File: src/rtl/seg7_pkg.sv
// Shared seven-segment definitions: segment bit positions, the hex glyph table
// (active-high, segment a on bit 0) and a lookup helper.
package seg7_pkg;

   localparam int SEG_A = 0;
   localparam int SEG_B = 1;
   localparam int SEG_C = 2;
   localparam int SEG_D = 3;
   localparam int SEG_E = 4;
   localparam int SEG_F = 5;
   localparam int SEG_G = 6;

   typedef logic [6:0] seg_t;

   localparam seg_t SEG_OFF = 7'h7F;

   localparam seg_t M_A = seg_t'(1) << SEG_A;
   localparam seg_t M_B = seg_t'(1) << SEG_B;
   localparam seg_t M_C = seg_t'(1) << SEG_C;
   localparam seg_t M_D = seg_t'(1) << SEG_D;
   localparam seg_t M_E = seg_t'(1) << SEG_E;
   localparam seg_t M_F = seg_t'(1) << SEG_F;
   localparam seg_t M_G = seg_t'(1) << SEG_G;

   // Entry 15 first: the concatenation fills the highest index first.
   localparam logic [15:0][6:0] SEG_TABLE = {
      M_A |                   M_E | M_F | M_G,   // F
      M_A |             M_D | M_E | M_F | M_G,   // E
            M_B | M_C | M_D | M_E |       M_G,   // d
      M_A |             M_D | M_E | M_F,         // C
                  M_C | M_D | M_E | M_F | M_G,   // b
      M_A | M_B | M_C |       M_E | M_F | M_G,   // A
      M_A | M_B | M_C | M_D |       M_F | M_G,   // 9
      M_A | M_B | M_C | M_D | M_E | M_F | M_G,   // 8
      M_A | M_B | M_C,                           // 7
      M_A |       M_C | M_D | M_E | M_F | M_G,   // 6
      M_A |       M_C | M_D |       M_F | M_G,   // 5
            M_B | M_C |             M_F | M_G,   // 4
      M_A | M_B | M_C | M_D |             M_G,   // 3
      M_A | M_B |       M_D | M_E |       M_G,   // 2
            M_B | M_C,                           // 1
      M_A | M_B | M_C | M_D | M_E | M_F          // 0
   };

   function automatic seg_t hex_to_seg(input logic [3:0] i_hex);
      return SEG_TABLE[i_hex];
   endfunction

endpackage

File: src/rtl/seg7_hex_decode.sv
// Shared combinational hex-to-segment decoder; output is active-high, the
// caller inverts when registering onto the pins.
module seg7_hex_decode
   import seg7_pkg::*;
(
   input  logic [3:0] i_nib,
   output seg_t       o_seg
);

   assign o_seg = hex_to_seg(i_nib);

endmodule

File: src/rtl/seg7_scan_driver.sv
// Time-multiplexed N-digit hex seven-segment driver with double-buffered value,
// ghost blanking, leading-zero suppression, per-digit blink and decimal points.
module seg7_scan_driver
   import seg7_pkg::*;
#(
   parameter int DIGITS       = 4,
   parameter int SCAN_DIV     = 50000,
   parameter int GHOST_CYC    = 16,
   parameter int BLINK_FRAMES = 64
) (
   input  logic                clk,
   input  logic                rst_n,
   input  logic                load_i,
   input  logic [4*DIGITS-1:0] value_i,
   input  logic [DIGITS-1:0]   dp_i,
   input  logic [DIGITS-1:0]   blink_i,
   input  logic                lz_blank_i,
   output logic [6:0]          seg_o,
   output logic                dp_o,
   output logic [DIGITS-1:0]   an_o,
   output logic                frame_o
);

   localparam int PRE_W = $clog2(SCAN_DIV);
   localparam int IDX_W = (DIGITS > 1) ? $clog2(DIGITS) : 1;
   localparam int BLK_W = (BLINK_FRAMES > 1) ? $clog2(BLINK_FRAMES) : 1;

   localparam logic [PRE_W-1:0] PRE_LAST = PRE_W'(SCAN_DIV - 1);
   localparam logic [PRE_W-1:0] GHOST    = PRE_W'(GHOST_CYC);
   localparam logic [IDX_W-1:0] IDX_LAST = IDX_W'(DIGITS - 1);
   localparam logic [BLK_W-1:0] BLK_LAST = BLK_W'(BLINK_FRAMES - 1);

   logic [PRE_W-1:0]    r_pre;
   logic [IDX_W-1:0]    r_idx;
   logic [BLK_W-1:0]    r_blk_cnt;
   logic                r_phase;

   logic [4*DIGITS-1:0] r_sh_val;
   logic [DIGITS-1:0]   r_sh_dp;
   logic [DIGITS-1:0]   r_sh_blink;
   logic [4*DIGITS-1:0] r_act_val;
   logic [DIGITS-1:0]   r_act_dp;
   logic [DIGITS-1:0]   r_act_blink;

   logic [6:0]          r_seg;
   logic                r_dp;
   logic [DIGITS-1:0]   r_an;
   logic                r_frame;

   logic                w_pre_wrap;
   logic                w_frame_wrap;
   logic [3:0]          w_nib;
   seg_t                w_seg;
   logic [DIGITS-1:0]   w_zero_up;
   logic                w_suppress;
   logic                w_an_on;

   assign w_pre_wrap   = (r_pre == PRE_LAST);
   assign w_frame_wrap = w_pre_wrap && (r_idx == IDX_LAST);

   always_ff @(posedge clk or negedge rst_n) begin
      if (!rst_n) begin
         r_pre <= '0;
         r_idx <= '0;
      end else if (w_pre_wrap) begin
         r_pre <= '0;
         r_idx <= (r_idx == IDX_LAST) ? '0 : r_idx + 1'b1;
      end else begin
         r_pre <= r_pre + 1'b1;
      end
   end

   // A load landing on the frame boundary goes straight to the active copy.
   always_ff @(posedge clk or negedge rst_n) begin
      if (!rst_n) begin
         r_sh_val    <= '0;
         r_sh_dp     <= '0;
         r_sh_blink  <= '0;
         r_act_val   <= '0;
         r_act_dp    <= '0;
         r_act_blink <= '0;
      end else begin
         if (load_i) begin
            r_sh_val   <= value_i;
            r_sh_dp    <= dp_i;
            r_sh_blink <= blink_i;
         end
         if (w_frame_wrap) begin
            r_act_val   <= load_i ? value_i : r_sh_val;
            r_act_dp    <= load_i ? dp_i    : r_sh_dp;
            r_act_blink <= load_i ? blink_i : r_sh_blink;
         end
      end
   end

   always_ff @(posedge clk or negedge rst_n) begin
      if (!rst_n) begin
         r_blk_cnt <= '0;
         r_phase   <= 1'b0;
      end else if (w_frame_wrap) begin
         if (r_blk_cnt == BLK_LAST) begin
            r_blk_cnt <= '0;
            r_phase   <= ~r_phase;
         end else begin
            r_blk_cnt <= r_blk_cnt + 1'b1;
         end
      end
   end

   // w_zero_up[k]: digit k and every digit above it are zero.
   always_comb begin
      logic v_run;
      v_run     = 1'b1;
      w_zero_up = '0;
      for (int k = DIGITS - 1; k >= 0; k--) begin
         v_run        = v_run && (r_act_val[4*k +: 4] == 4'h0);
         w_zero_up[k] = v_run;
      end
   end

   assign w_nib      = r_act_val[{r_idx, 2'b00} +: 4];
   assign w_suppress = lz_blank_i && (r_idx != '0) && w_zero_up[r_idx];
   assign w_an_on    = (r_pre >= GHOST) && !(r_phase && r_act_blink[r_idx]);

   seg7_hex_decode u_dec (
      .i_nib (w_nib),
      .o_seg (w_seg)
   );

   always_ff @(posedge clk or negedge rst_n) begin
      if (!rst_n) begin
         r_seg   <= SEG_OFF;
         r_dp    <= 1'b1;
         r_an    <= '1;
         r_frame <= 1'b0;
      end else begin
         r_seg   <= w_suppress ? SEG_OFF : ~w_seg;
         r_dp    <= ~r_act_dp[r_idx];
         r_an    <= w_an_on ? ~(DIGITS'(1) << r_idx) : '1;
         r_frame <= (r_pre == '0) && (r_idx == '0);
      end
   end

   assign seg_o   = r_seg;
   assign dp_o    = r_dp;
   assign an_o    = r_an;
   assign frame_o = r_frame;

endmodule

File: config.mk
export PLATFORM = sky130hd
export DESIGN_NAME = seg7_scan_driver
export DESIGN_NICKNAME = d
export VERILOG_FILES = /design/src/rtl/seg7_pkg.sv /design/src/rtl/seg7_hex_decode.sv /design/src/rtl/seg7_scan_driver.sv
export SDC_FILE = /design/constraint.sdc
export NUM_CORES = 1
export LEC_CHECK = 0
export CAP_MARGIN = 20
export CORE_ASPECT_RATIO = 0.75
export CORE_MARGIN = 2
export CORE_UTILIZATION = 56
export CTS_CLUSTER_DIAMETER = 100
export CTS_CLUSTER_SIZE = 25
export DETAILED_ROUTE_END_ITERATION = 6
export GPL_TIMING_DRIVEN = 1
export PLACE_DENSITY = 0.85
export SLEW_MARGIN = 20
export SYNTH_ARGS = -nofsm -noshare
export SYNTH_HDL_FRONTEND = slang
export SYNTH_HIERARCHICAL = 1
export SYNTH_SLANG_ARGS = --single-unit
File: constraint.sdc
create_clock -name clk -period 3.2 [get_ports clk]
set_input_delay 0.64 -clock clk [delete_from_list [all_inputs] [get_ports clk]]
set_output_delay 0.64 -clock clk [all_outputs]
set_load 0.01 [all_outputs]
Word level (Yosys, flattened, before mapping). Memory sizes are Yosys's and may differ from the RTL's. Cells that the tools add are included.

Register bits after elaboration: 86. Memory bits (read-only): 112. Bits of input ports: 28. Word-level logic and storage cells: 63. Memories: 1.

Memories: (no name shown) (depth 16, bits a word 7, read ports 1, clocked after Yosys merged registers in 0, wr ports 0, line seg7_pkg.sv:46) `return SEG_TABLE[i_hex];`.

Add/sub/neg operators: 3. Order comparisons: 3. Equality and inequality tests: 3. Shift-type cells: 2. Mux-type cells: 15. Bitwise gates (word level): 4. Reduce and logical (&&, ||, !) cells: 18.

Operator list (count): 16-bit 2-to-1 mux (2); 16-bit by 1-bit adder with 16-bit output, second input constant (1); 16-bit equality test, second input constant (1); 16-bit by 5-bit >= comparator with 1-bit output, second input constant (1); 16-bit zero test (1); 4-bit zero test (4); 16-bit by 5-bit indexed part select with 4-bit output (1); 7-bit 2-to-1 mux (2); 4-bit 2-to-1 mux (3); 1-bit logical AND (9); 7-bit NOT (1); 6-bit by 1-bit adder with 6-bit output, second input constant (1); 1-bit binary-select mux with 2-bit select (3); 6-bit equality test, second input constant (1); 6-bit 2-to-1 mux (1); 4-bit by 5-bit less-than comparator with 1-bit output, second input constant (1); 4-bit NOT (1); 1-bit by 2-bit left shift with 4-bit output, first input constant (1); 2-bit by 3-bit less-than comparator with 1-bit output, second input constant (1); 1-bit 2-to-1 mux (3); 2-bit by 1-bit adder with 2-bit output, second input constant (1); 2-bit equality test, second input constant (1); 2-bit zero test (1); 2-bit 2-to-1 mux (1); 4 further kinds (5).

Longest topological paths before layout.
Depth after elaboration: 8. Mapped depth: 7. Depth with buffers taken out: 6.

Cells and area by module. The synthesis kept the hierarchy.

Modules (own cells, without submodules): seg7_scan_driver (instances 1, cells an instance 275, area each 3691.0 um^2, seq. area each 2167.1 um^2); seg7_hex_decode (instances 1, cells an instance 33, area each 287.8 um^2, seq. area each 0.0 um^2).

Worst setup path before layout. Ideal clock, no wire load.

Path kind: reg2reg. Start: register r_idx[0]. End: register r_seg[3], in the netlist seg_o[3]. Setup time: 0.062 ns. Data arrival time: 2.252 ns. Required time: 3.138 ns. Setup slack: 0.886 ns. Cell stages (with the launch flop): 8. Cell sequence: dfrtp_1 > clkbuf_1 > mux4_2 > inv_1 > ha_1 > inv_1 > mux4_1 > nand2_1.

Cells in the longest elaborated chain, start to end: 5. Elaborated cells on any way between the ends: 10. Classes of those cells: 1 x shift; 4 x mux; 1 x bitwise; 3 x reduce/logical; 1 x memory.

Ends and longest elaborated chain: start, declared (line seg7_scan_driver.sv:34) `logic [IDX_W-1:0] r_idx;`; start signal, assigned (line seg7_scan_driver.sv:67) `r_idx <= (r_idx == IDX_LAST) ? '0 : r_idx + 1'b1;`; 16-bit by 5-bit indexed part select with 4-bit output (line seg7_scan_driver.sv:121) `assign w_nib = r_act_val[{r_idx, 2'b00} +: 4];`; named net w_nib[1] (line seg7_scan_driver.sv:52) `logic [3:0] w_nib;`; memory read 16 x 7 bit; 7-bit 2-to-1 mux (not written as such) (line seg7_pkg.sv:46); named net w_seg[3] (line seg7_scan_driver.sv:53) `seg_t w_seg;`; 7-bit NOT (line seg7_scan_driver.sv:137) `r_seg <= w_suppress ? SEG_OFF : ~w_seg;`; 7-bit 2-to-1 mux (line seg7_scan_driver.sv:137); end signal, assigned (line seg7_scan_driver.sv:137); end, declared (line seg7_scan_driver.sv:45) `logic [6:0] r_seg;`.

The timed path passes the listed nets, and every way through them passes these cells. The select of a mux whose other input is x is not followed. A chain may end at the register's enable or synchronous reset.

Final worst setup path.
Start: register r_pre[11]. End: register r_act_val[9].

Cells in the longest elaborated chain, start to end: 2.

Ends and longest elaborated chain: start, declared (line seg7_scan_driver.sv:33) `logic [PRE_W-1:0] r_pre;`; start signal, assigned (line seg7_scan_driver.sv:69) `r_pre <= r_pre + 1'b1;`; 16-bit equality test (line seg7_scan_driver.sv:58) `assign w_pre_wrap = (r_pre == PRE_LAST);`; 1-bit logical AND (line seg7_scan_driver.sv:59) `assign w_frame_wrap = w_pre_wrap && (r_idx == IDX_LAST);`; end signal, assigned (line seg7_scan_driver.sv:89) `r_act_val <= load_i ? value_i : r_sh_val;`; end, declared (line seg7_scan_driver.sv:41) `logic [4*DIGITS-1:0] r_act_val;`.

Every way passes these cells.

==> impl_results.md <==
* Highest net fanout along the worst path at 27
* Clock latency at the later pin of the worst-skew pair at 0.35 ns
* Layout area overhead at 15.5%
* Slew Viols, Final at 0
* Hpwl dp at 5.04 mm
* FF-to-FF Start: r_pre[11]$_DFF_PN0_
* Post-route core utilization at 67.3%
* Area of the core region at 0.00683 sq mm
* Number of enable flip-flop cells after synthesis at 0
* Endpoint type of the worst setup path: flop
* Mapped cell area at 0.00398 sq mm
* Vias in the first global route at 2540
* CTS Buffer Depth at 2
* Final net count at 391
* Final cell area excluding filler cells at 0.00459 sq mm
* Total Die Area at 0.00780 sq mm
* Number of standard cells in the final layout excluding fillers at 438
* HP Class: in2async
* Crit path arrival time at 2.86 ns
* CTS root buffer: clkbuf_8
* Number of buffer cells added on primary ports at 40
* Clock sink total at 86
* Main flop type after synthesis: dfrtp_1
* Final Hold Vio Count at 0
* Reg-to-reg setup timing slack at 0.57 ns
* Share of final-layout standard cells stronger than drive strength 1 at 26.3%
* Result of the run: completed
* CTS tree: yes
* Area share of the largest cell type after synthesis at 46.5%
* Post-Syn Area per Cell at 12.9 sq um
* Setup repair after global routing missed its margin: no
* FF-to-FF End: r_act_val[9]$_DFFE_PN0P_
* Fraction of synthesis flops using an asynchronous set or reset pin at 100%
* Biggest area consumer among synthesized cells: dfrtp_1
* Global-route wire length before repair at 12.5 mm
* Cell row count at 26
* Power density relative to cell area at 421 mW/mm^2
* Startpoint type of the worst setup path: flop
* Pin count of the biggest net entering global routing at 87
* Proportion of synthesized chip area in sequential cells at 54.5%
* Remaining routing DRC violations at 0
* Post-DP Area at 0.00441 sq mm
* Die Width at 101 microns
* Largest cells by area after synthesis: dfrtp_1 (47%), mux2_2 (15%), dfstp_2 (7.9%), ha_1 (4.4%), mux4_2 (3.4%)
* Type of the worst setup path: reg2reg
* Number of distinct library cells after synthesis at 42
* Synthesized net count at 350
* Total Negative Setup Slacks at 0 ns
* Synthesized netlist cell count at 308
* Yosys synthesis warning count at 6
* Req. time, crit path at 3.43 ns
* Number of buffers inserted by hold repair at cts at 0
* Number of fillers in the final layout at 484
* Post_cts resized at 0
* Total I/O pin count at 41
* #FFs+latches synth at 86
* H-tree depth at 3
* Die Y at 77 microns
* Initial Utilization at 58.2%
* GRT Resource Usage Total at 20.8%
* Design Power at 1.93 mW
* Final min period at 2.63 ns
* Vias per inst at 5.75
* Last weighted congestion value of the routability-driven placer at 0.862
* Antenna diode count at 0
* Number of buffers inserted by post-CTS setup repair at 0
* Worst setup slack after placement at 0.602 ns
* Number of antenna violations at the first check in global routing at 0
* Via count at 2519
* Clock transition at the registers of the reported paths at 0.08 ns
* Aggregate routed wire length at 7.11 mm
* Tcrit/Tclk final at 82.1%
* Highest ir drop seen on vdd at 0.000366 V
* Inserted Clock Buffers at 9
* Max_cap viols at 0
* Number of nets still failing antenna checks after routing at 0
* Inst Count DP at 422
* Detail-routed net length per standard cell at 16.2 microns
* Leakage at 2.06 nW
* FF-to-FF path depth at 4
* Residual overflow from global routing at 0
* Fin Clk Skew at 0.0115 ns
* Maximum achievable frequency at 381 MHz
* Final setup slack of the worst path at 0.573 ns
* First-iteration detailed-routing DRC count at 189
* Final setup violation count at 0
* Hold slack at 0.312 ns
* Worst-Margin Slew at 0.738 ns
* Slew HR at 50.8%
* First-pass DRT Iterations at 4
state kept, by name, indices dropped and copies added (netlist names), 2 cells and up:
signal	flops
an_o	4
r_act_blink	4
r_act_dp	4
r_act_val	16
r_blk_cnt	6
r_idx	2
r_pre	16
r_sh_blink	4
r_sh_dp	4
r_sh_val	16
seg_o	7
cell usage after synthesis, drive strengths merged, types with 3 or more instances:
| master | instances |
|---|---|
| a21oi | 4 |
| buf | 6 |
| clkbuf | 7 |
| dfrtp | 74 |
| dfstp | 12 |
| ha | 14 |
| inv | 15 |
| mux2 | 53 |
| mux4 | 7 |
| nand2 | 18 |
| nand3 | 12 |
| nand4 | 5 |
| nor2 | 16 |
| nor3 | 9 |
| nor4 | 9 |
| o21ai | 4 |
| or4 | 3 |
| xnor2 | 6 |
| xor2 | 10 |
worst max-delay path: stages (launching register included):
cell and delay, ns:
dfrtp_1 0.43, or4_1 0.54, or4_1 0.68, nor2_8 0.45, mux2_2 0.41
cells by family after synthesis:
| group | count (synthesis) | share of synthesized area (%) |
|---|---|---|
| AND/OR/NAND/NOR | 84 | 11.0 |
| flip-flops | 86 | 54.5 |
| AO/OA/AOI/OAI | 18 | 3.14 |
| adder cells (fa/ha/maj) | 14 | 4.40 |
| buffers and inverters | 28 | 3.90 |
| XOR/XNOR | 16 | 3.52 |
| multiplexers | 62 | 19.6 |
cells in the final DEF (no fill, tap or decap), types with 2 or more instances in the layout:
master,instances
nor2b_1,2
nand2b_1,2
mux4_2,6
mux2i_1,2
xor2_1,10
xnor2_1,6
inv_1,15
clkdlybuf4s50_1,39
clkbuf_8,11
nor3_1,9
ha_1,14
a21oi_1,4
buf_4,3
nor2_1,15
a211oi_1,2
or4_1,3
dfstp_2,12
nand2_1,18
nand3b_1,2
dfrtp_1,74
o21ai_0,4
mux2_2,52
nor4_1,9
or2_2,2
nand3_1,12
nand4_1,5
final cells by class:
class	instances	area, sq um	share of cell area [%]
clock buffer	12	155	3.38
clock inverter	4	30.0	0.654
inverter	15	56.3	1.23
multi-input combinational	194	1660	36.1
sequential	86	2170	47.2
tap	84	105	2.29
timing repair buffer	43	424	9.23
worst max path at each step:
stage	start	end	slack [ns]	depth (start not counted)
final	r_pre[11]$_DFF_PN0_	r_act_val[9]$_DFFE_PN0P_	0.57	4
after global routing	r_pre[12]$_DFF_PN0_	r_act_val[9]$_DFFE_PN0P_	0.49	4
after CTS	r_pre[11]$_DFF_PN0_	r_act_val[9]$_DFFE_PN0P_	0.58	4
after detailed placement	r_pre[12]$_DFF_PN0_	r_act_val[9]$_DFFE_PN0P_	0.60	4
after global placement	r_pre[12]$_DFF_PN0_	r_act_val[2]$_DFFE_PN0P_	0.69	4
after floorplan	r_idx[0]$_DFFE_PN0N_	seg_o[3]$_DFF_PN1_	0.89	7
metal layers:
layer	GRT usage, %	part of all wire (%)	up-vias
met1	29.1	47	1265
met2	30.8	46	78
met4	7.57	1.6	0
met3	6.38	5.7	13
li1	-	-	1163
met5	0	0	-
report_power, final:
part	internal (mW)	switching, mW	total (mW)
combinational	0.0571	0.0458	0.103
clock	0.328	0.378	0.706
sequential	1.12	0.00747	1.12
Note: power is estimated with default switching activity, not from simulation.
